$ cat config.mk
export PLATFORM = sky130hd
export DESIGN_NAME = chunked_serial_adder
export DESIGN_NICKNAME = d
export VERILOG_FILES = /design/src/rtl/chunked_serial_adder.sv
export SDC_FILE = /design/constraint.sdc
export NUM_CORES = 1
export LEC_CHECK = 0
export CORE_UTILIZATION = 29
export CTS_BUF_LIST = sky130_fd_sc_hd__clkbuf_8 sky130_fd_sc_hd__clkbuf_16
export DETAILED_ROUTE_END_ITERATION = 8
export MAX_ROUTING_LAYER = met4
export PLACE_DENSITY = 0.63
export SYNTH_ARGS = -nofsm -noshare
export SYNTH_HDL_FRONTEND = slang
export SYNTH_SLANG_ARGS = --single-unit
$ cat constraint.sdc
create_clock -name clk -period 1.91 [get_ports clk]
set_clock_uncertainty 0.2 [all_clocks]
set_input_delay 0.2865 -clock clk [delete_from_list [all_inputs] [get_ports clk]]
set_output_delay 0.2865 -clock clk [all_outputs]
set_load 0.03 [all_outputs]
$ cat src/rtl/chunked_serial_adder.sv
// rtl/chunked_serial_adder.sv - multi-cycle adder, CHUNK bits per clock, LSB slice first
// Start/done handshake; Sum/Cout/ovf update only on the completing edge.
module chunked_serial_adder #(
   parameter int WIDTH = 8,
   parameter int CHUNK = 2
) (
   input  logic             clk,
   input  logic             rst,
   input  logic             start,
   input  logic [WIDTH-1:0] A,
   input  logic [WIDTH-1:0] B,
   input  logic             Cin,
   output logic             busy,
   output logic             done,
   output logic [WIDTH-1:0] Sum,
   output logic             Cout,
   output logic             ovf
);

   localparam int NCHUNK = WIDTH / CHUNK;
   localparam int CW     = (NCHUNK > 1) ? $clog2(NCHUNK) : 1;
   localparam int CP1    = CHUNK + 1;
   localparam logic [CW-1:0] LAST = CW'(NCHUNK - 1);

   localparam logic [1:0] IDLE = 2'd0;
   localparam logic [1:0] RUN  = 2'd1;
   localparam logic [1:0] DONE = 2'd2;

   generate
      if (CHUNK < 1 || CHUNK > WIDTH || (WIDTH % CHUNK) != 0) begin : g_bad_params
         $error("chunked_serial_adder: WIDTH must be a positive multiple of CHUNK");
      end
   endgenerate

   logic [1:0]       state;
   logic [WIDTH-1:0] a_reg;
   logic [WIDTH-1:0] b_reg;
   logic [WIDTH-1:0] psum;
   logic             carry;
   logic [CW-1:0]    cnt;
   logic             a_msb;
   logic             b_msb;
   logic [WIDTH-1:0] sum_r;
   logic             cout_r;
   logic             ovf_r;

   logic [CHUNK:0]   slice;
   logic [WIDTH-1:0] a_shift;
   logic [WIDTH-1:0] b_shift;
   logic [WIDTH-1:0] psum_next;

   always_comb begin
      slice = {1'b0, a_reg[CHUNK-1:0]} + {1'b0, b_reg[CHUNK-1:0]} + CP1'(carry);
   end

   // Operands shift right so the active slice is always at bit 0; the partial sum fills from the top.
   generate
      if (NCHUNK > 1) begin : g_multi
         assign a_shift   = {{CHUNK{1'b0}}, a_reg[WIDTH-1:CHUNK]};
         assign b_shift   = {{CHUNK{1'b0}}, b_reg[WIDTH-1:CHUNK]};
         assign psum_next = {slice[CHUNK-1:0], psum[WIDTH-1:CHUNK]};
      end else begin : g_single
         assign a_shift   = '0;
         assign b_shift   = '0;
         assign psum_next = slice[CHUNK-1:0];
      end
   endgenerate

   always_ff @(posedge clk or posedge rst) begin
      if (rst) begin
         state  <= IDLE;
         a_reg  <= '0;
         b_reg  <= '0;
         psum   <= '0;
         carry  <= 1'b0;
         cnt    <= '0;
         a_msb  <= 1'b0;
         b_msb  <= 1'b0;
         sum_r  <= '0;
         cout_r <= 1'b0;
         ovf_r  <= 1'b0;
      end else begin
         case (state)
            IDLE, DONE: begin
               if (start) begin
                  a_reg <= A;
                  b_reg <= B;
                  carry <= Cin;
                  cnt   <= '0;
                  psum  <= '0;
                  a_msb <= A[WIDTH-1];
                  b_msb <= B[WIDTH-1];
                  state <= RUN;
               end else begin
                  state <= IDLE;
               end
            end
            RUN: begin
               a_reg <= a_shift;
               b_reg <= b_shift;
               psum  <= psum_next;
               carry <= slice[CHUNK];
               cnt   <= cnt + 1'b1;
               if (cnt == LAST) begin
                  sum_r  <= psum_next;
                  cout_r <= slice[CHUNK];
                  ovf_r  <= (a_msb == b_msb) && (psum_next[WIDTH-1] != a_msb);
                  state  <= DONE;
               end
            end
            default: state <= IDLE;
         endcase
      end
   end

   assign busy = (state == RUN);
   assign done = (state == DONE);
   assign Sum  = sum_r;
   assign Cout = cout_r;
   assign ovf  = ovf_r;

endmodule

== Word level (Yosys, flattened, before mapping) ==
Index checks and enable logic that the tools add are counted.

* Add/sub/neg operators: 3
* Equal/unequal tests: 7
* Mux-type cells: 13
* Reduce and logical (&&, ||, !) cells: 7

{| class="wikitable"
|+ Operators with widths
! operator !! count
|-
| case mux 8 bit (2 select lines) || 3
|-
| 2-to-1 mux 8 bit || 3
|-
| case mux 2 bit (2 select lines) || 2
|-
| AND reduction 2 bit || 3
|-
| equality test 2 bit (second input constant) || 2
|-
| 2-to-1 mux 2 bit || 2
|-
| adder 2 x 2 -> 3 bit || 1
|-
| adder 3 x 1 -> 3 bit || 1
|-
| adder 2 x 1 -> 2 bit (second input constant) || 1
|-
| equality test 2 x 1 -> 1 bit (second input constant) || 1
|-
| zero test 2 bit || 1
|-
| 2-to-1 mux 1 bit || 2
|-
| != test 2 x 1 -> 1 bit (second input constant) || 1
|-
| != test 2 bit (second input constant) || 1
|-
| case mux 1 bit (2 select lines) || 1
|-
| nonzero test 2 bit || 1
|-
| OR reduction 2 bit || 1
|-
| equality test 1 bit || 1
|-
| logical AND 1 bit || 1
|-
| != test 1 bit || 1
|}

* Flip-flop bits (word level): 41
* Bits of input ports: 20
* Logic and storage cells: 41

== Logic depth before layout (Yosys ltp) ==
Gate-level depths: netlist (run 1).

* Word-level depth: 4
* Depth in mapped cells: 7
* Mapped depth without buffers: 7

== Worst setup path before layout (run 1) ==
OpenSTA, ideal clock, no wires.

* Path type: register to register
* Start: reg a_reg[0]
* End: reg ovf_r, in the netlist ovf
* Library setup time: 127 ps
* Arrival: 1588 ps
* Required time: 1583 ps
* Slack: -4 ps
* Cell stages (with the launch flop): 8
* Buffers on the path: 0
* Period minus slack after synthesis: 1914 ps
* Path through: dfrtp_1 inv_1 fa_1 inv_1 fa_1 nor3b_1 a21oi_1 o21ai_0

* Cells in the longest elaborated chain, start to end: 4

{| class="wikitable"
|+ RTL lines
! element !! RTL line !! RTL
|-
| from (decl) || 36 || <nowiki>logic [WIDTH-1:0] a_reg;</nowiki>
|-
| from (signal assigned) || 99 || <nowiki>a_reg <= a_shift;</nowiki>
|-
| adder 2 x 2 -> 3 bit || 53 || <nowiki>slice = {1'b0, a_reg[CHUNK-1:0]} + {1'b0, b_reg[CHUNK-1:0]} + CP1'(carry);</nowiki>
|-
| adder 3 x 1 -> 3 bit || 53 ||
|-
| via slice[1] || 47 || <nowiki>logic [CHUNK:0] slice;</nowiki>
|-
| != test 1 bit || 107 || <nowiki>ovf_r <= (a_msb == b_msb) && (psum_next[WIDTH-1] != a_msb);</nowiki>
|-
| logical AND 1 bit || 107 ||
|-
| to (signal assigned) || 107 ||
|-
| to (decl) || 45 || <nowiki>logic ovf_r;</nowiki>
|}

The timed path passes the listed nets, and every way through them passes these cells.
A chain may end at the register's enable or synchronous reset.

== Worst setup path in the final report (run 1) ==
Ends and elaborated chain as after synthesis.

==> impl_summary.txt, run 1 <==
----------------------------------------------------
[Clock tree]
  CTS tree ... built
  Clock sink count ... 39
  Clk Latency, worst-skew pair ... 0.29 ns
  Clock slew seen by the registers of the worst setup and hold paths ... 0.07 ns
  Hold bufs inserted after CTS ... 0
  Root buf cell ... sky130_fd_sc_hd__clkbuf_8
  Number of CTS-inserted buffers ... 5
  Maximum root-to-sink buffer count ... 2
  CTS H-tree lvls ... 2

[STA]
  Final setup violating endpoints ... 1
  Highest clock rate ... 506.4 MHz
  Count of pins over their slew limit ... 0
  Worst slew margin relative to its limit ... 78.98%
  Count of endpoints failing hold in the final timing report ... 0
  Setup repair after global routing missed its margin ... yes
  Pin slew with the least headroom to its limit ... 0.3143 ns
  Time the worst path needs with I/O delays and setup ... 1.975 ns
  Worst setup margin ... -0.06486 ns
  Share of the clock period used by the worst path ... 103.4%
  Min Hold Slack ... 0.1512 ns

[Pwr]
  Power density of the placed cells ... 1619 nW/um^2
  Total internal power ... 2.323 mW
  Largest voltage drop on the vdd net ... 660.9 uV
  Switching part of the total power ... 36.31%
  Register share of total power ... 37.8%
  Leakage power summed over all cells ... 1.038 nW
  Net switching power of the design ... 1.324 mW
  Combinational share of power ... 45.8%
  Portion of total power attributed to the clock network ... 16.5%

[Drt]
  Number of detailed-routing iterations run before antenna repair ... 4
  Iter 0 DRT Violations ... 41
  Wire length after detailed routing ... 3126 um
  Routed wire length per instance ... 12.76 um
  DRC errors left ... 0
  Number of nets still failing antenna checks after routing ... 0
  Total vias in the final route ... 1113
  Vias per inst ... 4.543

[Synth]
  Parity-gate share of the synthesized area counting xor and xnor cells ... 0%
  Area fraction in compound gates after synthesis ... 10.79%
  Post-synth cell types ... 25
  Mapped Cells ... 130
  Mapped Area ... 1704 sq um
  Largest area contributor in the netlist ... sky130_fd_sc_hd__dfrtp_1
  YS warnings ... 0
  Ranking of synthesized cells by area ... sky130_fd_sc_hd__dfrtp_1, sky130_fd_sc_hd__mux2i_1, sky130_fd_sc_hd__a22o_1
  Share of cell area taken by muxes after synthesis ... 16.01%
  Number of register bits inferred by synthesis ... 39
  Simple logic cell fraction of the synthesized area ... 7.416%
  Share of the synthesized area in the top cell type ... 57.27%
  Mean instance size in the synthesized netlist ... 13.11 sq um
  Adder-cell share of the synthesized area ... 3.084%
  Dominant combinational cell family by area after synthesis ... multiplexers
  Mapped Nets ... 153
  Portion of the post-synthesis area used by sequential elements ... 57.27%

[Place]
  Final GP Congestion ... 0.7040
  Setup Slack @ Placement ... -0.07887 ns
  Hpwl dp ... 2188 um
  Cell total after placement ... 234
  Buffers added on ports ... 31

[Floorplanning]
  Row cnt ... 27
  Die Span X ... 78.66 um
  Total Die Area ... 6187 sq um
  Die Y ... 78.66 um
  Initial standard-cell utilization of the core ... 30.57%
  Area of the core ... 5574 sq um
  Number of ports placed on the die boundary ... 32

[Status]
  Status ... complete, but fails checks
  Failing checks ... setup timing

[Cells and area]
  Fraction of final layout cells sized beyond drive strength 1 ... 21.97%
  Area added between synthesis and finish ... 32.16%
  Most frequent standard cell in the layout excluding fill and tap cells ... sky130_fd_sc_hd__dfrtp_1
  Final std cells w/o fill ... 245
  Leading cell types in the layout, fill and taps excluded ... sky130_fd_sc_hd__dfrtp_1, sky130_fd_sc_hd__clkdlybuf4s50_1, sky130_fd_sc_hd__nand2_1
  Inserted Diodes ... 0
  Layout Nets ... 195

[Worst setup path]
  Setup slack, reg-to-reg ... -0.06 ns
  Reg2reg end ... ovf
  Endpoint type of the worst setup path ... flop
  Largest driver fanout on the critical path ... 4
  Critical Path Start Type ... flop
  Class of the most critical setup path ... flop to flop
  R2r worst-path depth ... 7
  Reg-to-Reg Start ... a_reg[0]
  Worst Setup SP ... a_reg[0]
  Critical path arrival ... 1.95 ns
  CP endpoint ... ovf
  Worst endpoint required time ... 1.89 ns

[GRT]
  Number of global-route vias before repair ... 1140
  Global-route wire length before repair ... 5602 um
  GRT Total Usage ... 12.39%
  Maximum number of pins on one net before global-route repair ... 40
  Overflow after GRT ... 0
  Initial antenna violation count ... 0

[Min path]
  Path class of the lowest-slack min-delay path ... input port to async pin

[Job]
  Reported max-cap violation count ... 0

----------------------------------------------------
## worst max-delay path, stage by stage (launching register included)
cell,delay [ns]
sky130_fd_sc_hd__dfrtp_1,0.36
sky130_fd_sc_hd__inv_2,0.05
sky130_fd_sc_hd__fa_2,0.37
sky130_fd_sc_hd__inv_2,0.06
sky130_fd_sc_hd__fa_1,0.45
sky130_fd_sc_hd__nor3b_2,0.18
sky130_fd_sc_hd__a21oi_1,0.11
sky130_fd_sc_hd__o21ai_1,0.08
## worst min path at each step
| stage | to | slack, ns | cells past startpoint |
|---|---|---|---|
| after floorplan | a_msb | 0.22 | 1 |
| after global placement | Sum[6] | 0.27 | 2 |
| after detailed placement | Sum[6] | 0.27 | 2 |
| after CTS | Sum[2] | 0.17 | 3 |
| after global routing | Sum[2] | 0.19 | 3 |
| final | Sum[2] | 0.15 | 3 |
## logic make-up after synthesis
group | after synthesis
flops | 39
compound gates | 28
mux | 24
simple gates | 22
buf+inv | 14
fa+ha+maj | 3
## synth_stat cells
cell type                   number
sky130_fd_sc_hd__nor2_2          1
sky130_fd_sc_hd__buf_6           3
sky130_fd_sc_hd__mux2_1          2
sky130_fd_sc_hd__o21ai_0         2
sky130_fd_sc_hd__o21bai_1        1
sky130_fd_sc_hd__inv_4           1
sky130_fd_sc_hd__nand2b_2        1
sky130_fd_sc_hd__o2bb2ai_1       1
sky130_fd_sc_hd__o21ai_1        13
sky130_fd_sc_hd__fa_1            2
sky130_fd_sc_hd__mux2i_1        13
sky130_fd_sc_hd__ha_1            1
sky130_fd_sc_hd__nand3b_4        1
sky130_fd_sc_hd__mux2_4          5
sky130_fd_sc_hd__mux2_2          4
sky130_fd_sc_hd__nand2_1        15
sky130_fd_sc_hd__a22o_1         10
sky130_fd_sc_hd__a21oi_1         1
sky130_fd_sc_hd__nor2b_1         1
sky130_fd_sc_hd__inv_1           6
sky130_fd_sc_hd__dfrtp_1        39
sky130_fd_sc_hd__and2b_1         1
sky130_fd_sc_hd__nor2b_4         1
sky130_fd_sc_hd__buf_4           4
sky130_fd_sc_hd__nor3b_1         1
## stage by stage
stage | utilization, % | power [mW] | setup TNS (ns) | cell area [sq um]
detailed placement | 38.23 | 3.054 | -0.07887 | 2131
floorplan | - | 2.563 | 0 | 1712
global route | 40.40 | 3.925 | -0.1684 | 2252
finish | 40.40 | 3.647 | -0.06486 | 2252
global placement | 38.23 | 3.010 | -0.04147 | 2131
CTS | 40.13 | 3.685 | -0.06218 | 2237
## what timing repair did
action	4_1_cts	5_1_grt
hold endpoints to repair	0	0
pin swaps	2	3
setup endpoints to repair	3	2
resized for setup	3	1
setup buffers	1	2
## final cells by class
cell class / count / area, sq um
clock buffer: 7 / 96.34
clock inverter: 1 / 3.754
fill: 562 / 3322
inverter: 7 / 28.78
multi-input combinational: 77 / 643.1
sequential: 39 / 975.9
tap: 72 / 90.09
timing repair buffer: 42 / 414.1
## per-layer routing
layer	global-route usage (%)	vias to the layer above	share of wire, %	routed length (um)
li1	-	532	-	-
met1	15.81	546	48	1494
met4	4.444	0	1.6	51
met2	17.65	29	45	1415
met3	4.884	6	5.3	165
met5	-	-	0	0
## power groups by stage
stage,combinational (mW),clock (mW),sequential [mW]
CTS,1.67,0.628,1.38
finish,1.67,0.601,1.38
detailed placement,1.66,0,1.39
floorplan,1.04,0,1.53
global placement,1.63,0,1.38
global route,1.83,0.667,1.43
(Power assumes the default switching activity.)
==> inputs of run 2 (changes only) <==
MAX_ROUTING_LAYER = unset   (was met4)
RECOVER_POWER = 50   (was unset)
==> impl_summary.txt, run 2 (synthesis results as in run 1) <==
----------------------------------------------------
[Drt]
  Number of detailed-routing iterations run before antenna repair ... 4 (unchanged)
  Wire length after detailed routing ... 3131 um (+0.16%)
  Vias per inst ... 4.547 (about the same)
  Total vias in the final route ... 1114 (+0.090%)
  Routed wire length per instance ... 12.78 um (+0.16%)
  DRC errors left ... 0 (unchanged)
  Iter 0 DRT Violations ... 46 (+12%)
  Number of nets still failing antenna checks after routing ... 0 (unchanged)

[Worst setup path]
  Critical Path Start Type ... flop
  Largest driver fanout on the critical path ... 4 (unchanged)
  Worst endpoint required time ... 1.89 ns (about the same)
  Endpoint type of the worst setup path ... flop
  Class of the most critical setup path ... flop to flop
  Critical path arrival ... 1.95 ns (about the same)
  R2r worst-path depth ... 7 (unchanged)

[Cells and area]
  Leading cell types in the layout, fill and taps excluded ... sky130_fd_sc_hd__dfrtp_1, sky130_fd_sc_hd__clkdlybuf4s50_1, sky130_fd_sc_hd__nand2_1
  Fraction of final layout cells sized beyond drive strength 1 ... 21.97% (unchanged)
  Inserted Diodes ... 0 (unchanged)
  Most frequent standard cell in the layout excluding fill and tap cells ... sky130_fd_sc_hd__dfrtp_1
  Post-route cell area ... 2222 sq um (-1.3%)
  Area added between synthesis and finish ... 30.40%
  Layout Nets ... 195 (unchanged)

[Clock tree]
  Number of CTS-inserted buffers ... 5 (unchanged)
  Clock sink count ... 39 (unchanged)
  Maximum root-to-sink buffer count ... 2 (unchanged)
  Clk Latency, worst-skew pair ... 0.29 ns (about the same)
  Hold bufs inserted after CTS ... 0 (unchanged)
  CTS tree ... built
  Root buf cell ... sky130_fd_sc_hd__clkbuf_8
  Clock slew seen by the registers of the worst setup and hold paths ... 0.07 ns (about the same)
  CTS H-tree lvls ... 2 (unchanged)

[STA]
  Worst slew margin relative to its limit ... 36.88% (-42 points)
  Share of the clock period used by the worst path ... 103.4% (about the same)
  Count of pins over their slew limit ... 0 (unchanged)
  Time the worst path needs with I/O delays and setup ... 1.975 ns (+0.0006037 ns)
  Setup repair after global routing missed its margin ... yes
  Final setup violating endpoints ... 1 (unchanged)
  Pin slew with the least headroom to its limit ... 0.9469 ns (+0.6325 ns)
  Worst setup margin ... -0.06546 ns (-0.0006037 ns)
  Highest clock rate ... 506.2 MHz (about the same)
  Count of endpoints failing hold in the final timing report ... 0 (unchanged)

[Floorplanning]
  Initial standard-cell utilization of the core ... 30.57% (unchanged)
  Number of ports placed on the die boundary ... 32 (unchanged)
  Die Y ... 78.66 um (unchanged)
  Row cnt ... 27 (unchanged)
  Die Span X ... 78.66 um (unchanged)
  Total Die Area ... 6187 sq um (unchanged)
  Area of the core ... 5574 sq um (unchanged)

[GRT]
  GR peak layer ... met2
  Met2 usage ... 17.74% (+0.087 points)
  Met3 Track Usage GR ... 5.116% (+0.23 points)
  Number of global-route vias before repair ... 1140 (unchanged)
  Global-route wire length before repair ... 5595 um (-0.12%)
  Initial antenna violation count ... 0 (unchanged)
  Maximum number of pins on one net before global-route repair ... 40 (unchanged)
  GRT Total Usage ... 12.02% (-0.36 points)
  Met1 usage ... 15.52% (-0.29 points)
  Overflow after GRT ... 0 (unchanged)

[Place]
  Hpwl dp ... 2188 um (unchanged)
  Setup Slack @ Placement ... -0.07887 ns (unchanged)
  Final GP Congestion ... 0.6965 (-1.1%)
  Dpl cell area ... 2131 sq um (unchanged)
  Buffers added on ports ... 31 (unchanged)

[Job]
  Reported max-cap violation count ... 0 (unchanged)

[Pwr]
  Largest voltage drop on the vdd net ... 661.3 uV (about the same)
  Leakage power summed over all cells ... 1.029 nW (-0.89%)
  Power density of the placed cells ... 1631 nW/um^2 (+0.69%)

[Status]
  Status ... complete, but fails checks
  Failing checks ... setup timing

[Min path]
  Path class of the lowest-slack min-delay path ... flop to flop
  Min-Delay Path Depth ... 2

----------------------------------------------------
-- run 2: area by class of cell --
| type | count | area [sq um] |
|---|---|---|
| Timing Repair Buffer | 42 | 384.1 |
| Sequential cell | 39 | 975.9 |
| Tap cell | 72 | 90.09 |
| Fill cell | 566 | 3352 |
| Clock inverter | 1 | 3.754 |
| Inverter | 7 | 28.78 |
| Multi-Input combinational cell | 77 | 643.1 |
| Clock buffer | 7 | 96.34 |
-- run 2: metal layers --
layer | vias up | wire length (um)
li1 | 531 | -
met1 | 548 | 1491
met2 | 29 | 1410
met3 | 6 | 176
met4 | 0 | 52
met5 | - | 0
-- run 2: timing repair --
| action | CTS | global route |
|---|---|---|
| setup endpoints to repair | 3 | 2 |
| gates resized for setup | 3 | 1 |
| pin swaps | 2 | 3 |
| buffers inserted | 1 | 2 |
| hold endpoints to repair | 0 | 0 |
-- run 2: through the flow --
stage	hold slack [ns]	total power, mW	std cells	TNS [ns]	util (%)
2_1_floorplan	0.2212	2.563	130	0	-
3_3_place_gp	0.2689	3.010	234	-0.04147	38.23
3_5_place_dp	0.2719	3.054	234	-0.07887	38.23
4_1_cts	0.1668	3.685	243	-0.06218	40.13
5_1_grt	0.3157	3.899	245	-0.1749	39.87
6_report	0.2792	3.623	245	-0.06546	39.87
-- run 2: critical path, stage by stage, from the launching register on --
cell                      delay, ns
sky130_fd_sc_hd__dfrtp_1       0.36
sky130_fd_sc_hd__inv_2         0.05
sky130_fd_sc_hd__fa_2          0.37
sky130_fd_sc_hd__inv_2         0.06
sky130_fd_sc_hd__fa_1          0.45
sky130_fd_sc_hd__nor3b_2       0.18
sky130_fd_sc_hd__a21oi_1       0.11
sky130_fd_sc_hd__o21ai_1       0.08
-- run 2: where the power goes --
part | internal (mW) | leakage (nW) | switching [mW]
Sequential | 1.17 | 0.501 | 0.206
Combinational | 0.807 | 0.472 | 0.838
Clock | 0.324 | 0.0557 | 0.278
-- run 2: path summary, 6_finish.rpt --
kind                           from     end  slack (ns)
setup / recovery           a_reg[0]     ovf       -0.07
hold / removal               Sum[6]  Sum[6]        0.28
setup reg to reg           a_reg[0]     ovf       -0.07
hold reg to reg              Sum[6]  Sum[6]        0.28
max in group asynchronous       rst    Cout        0.39
min in group asynchronous       rst  Sum[2]        0.53
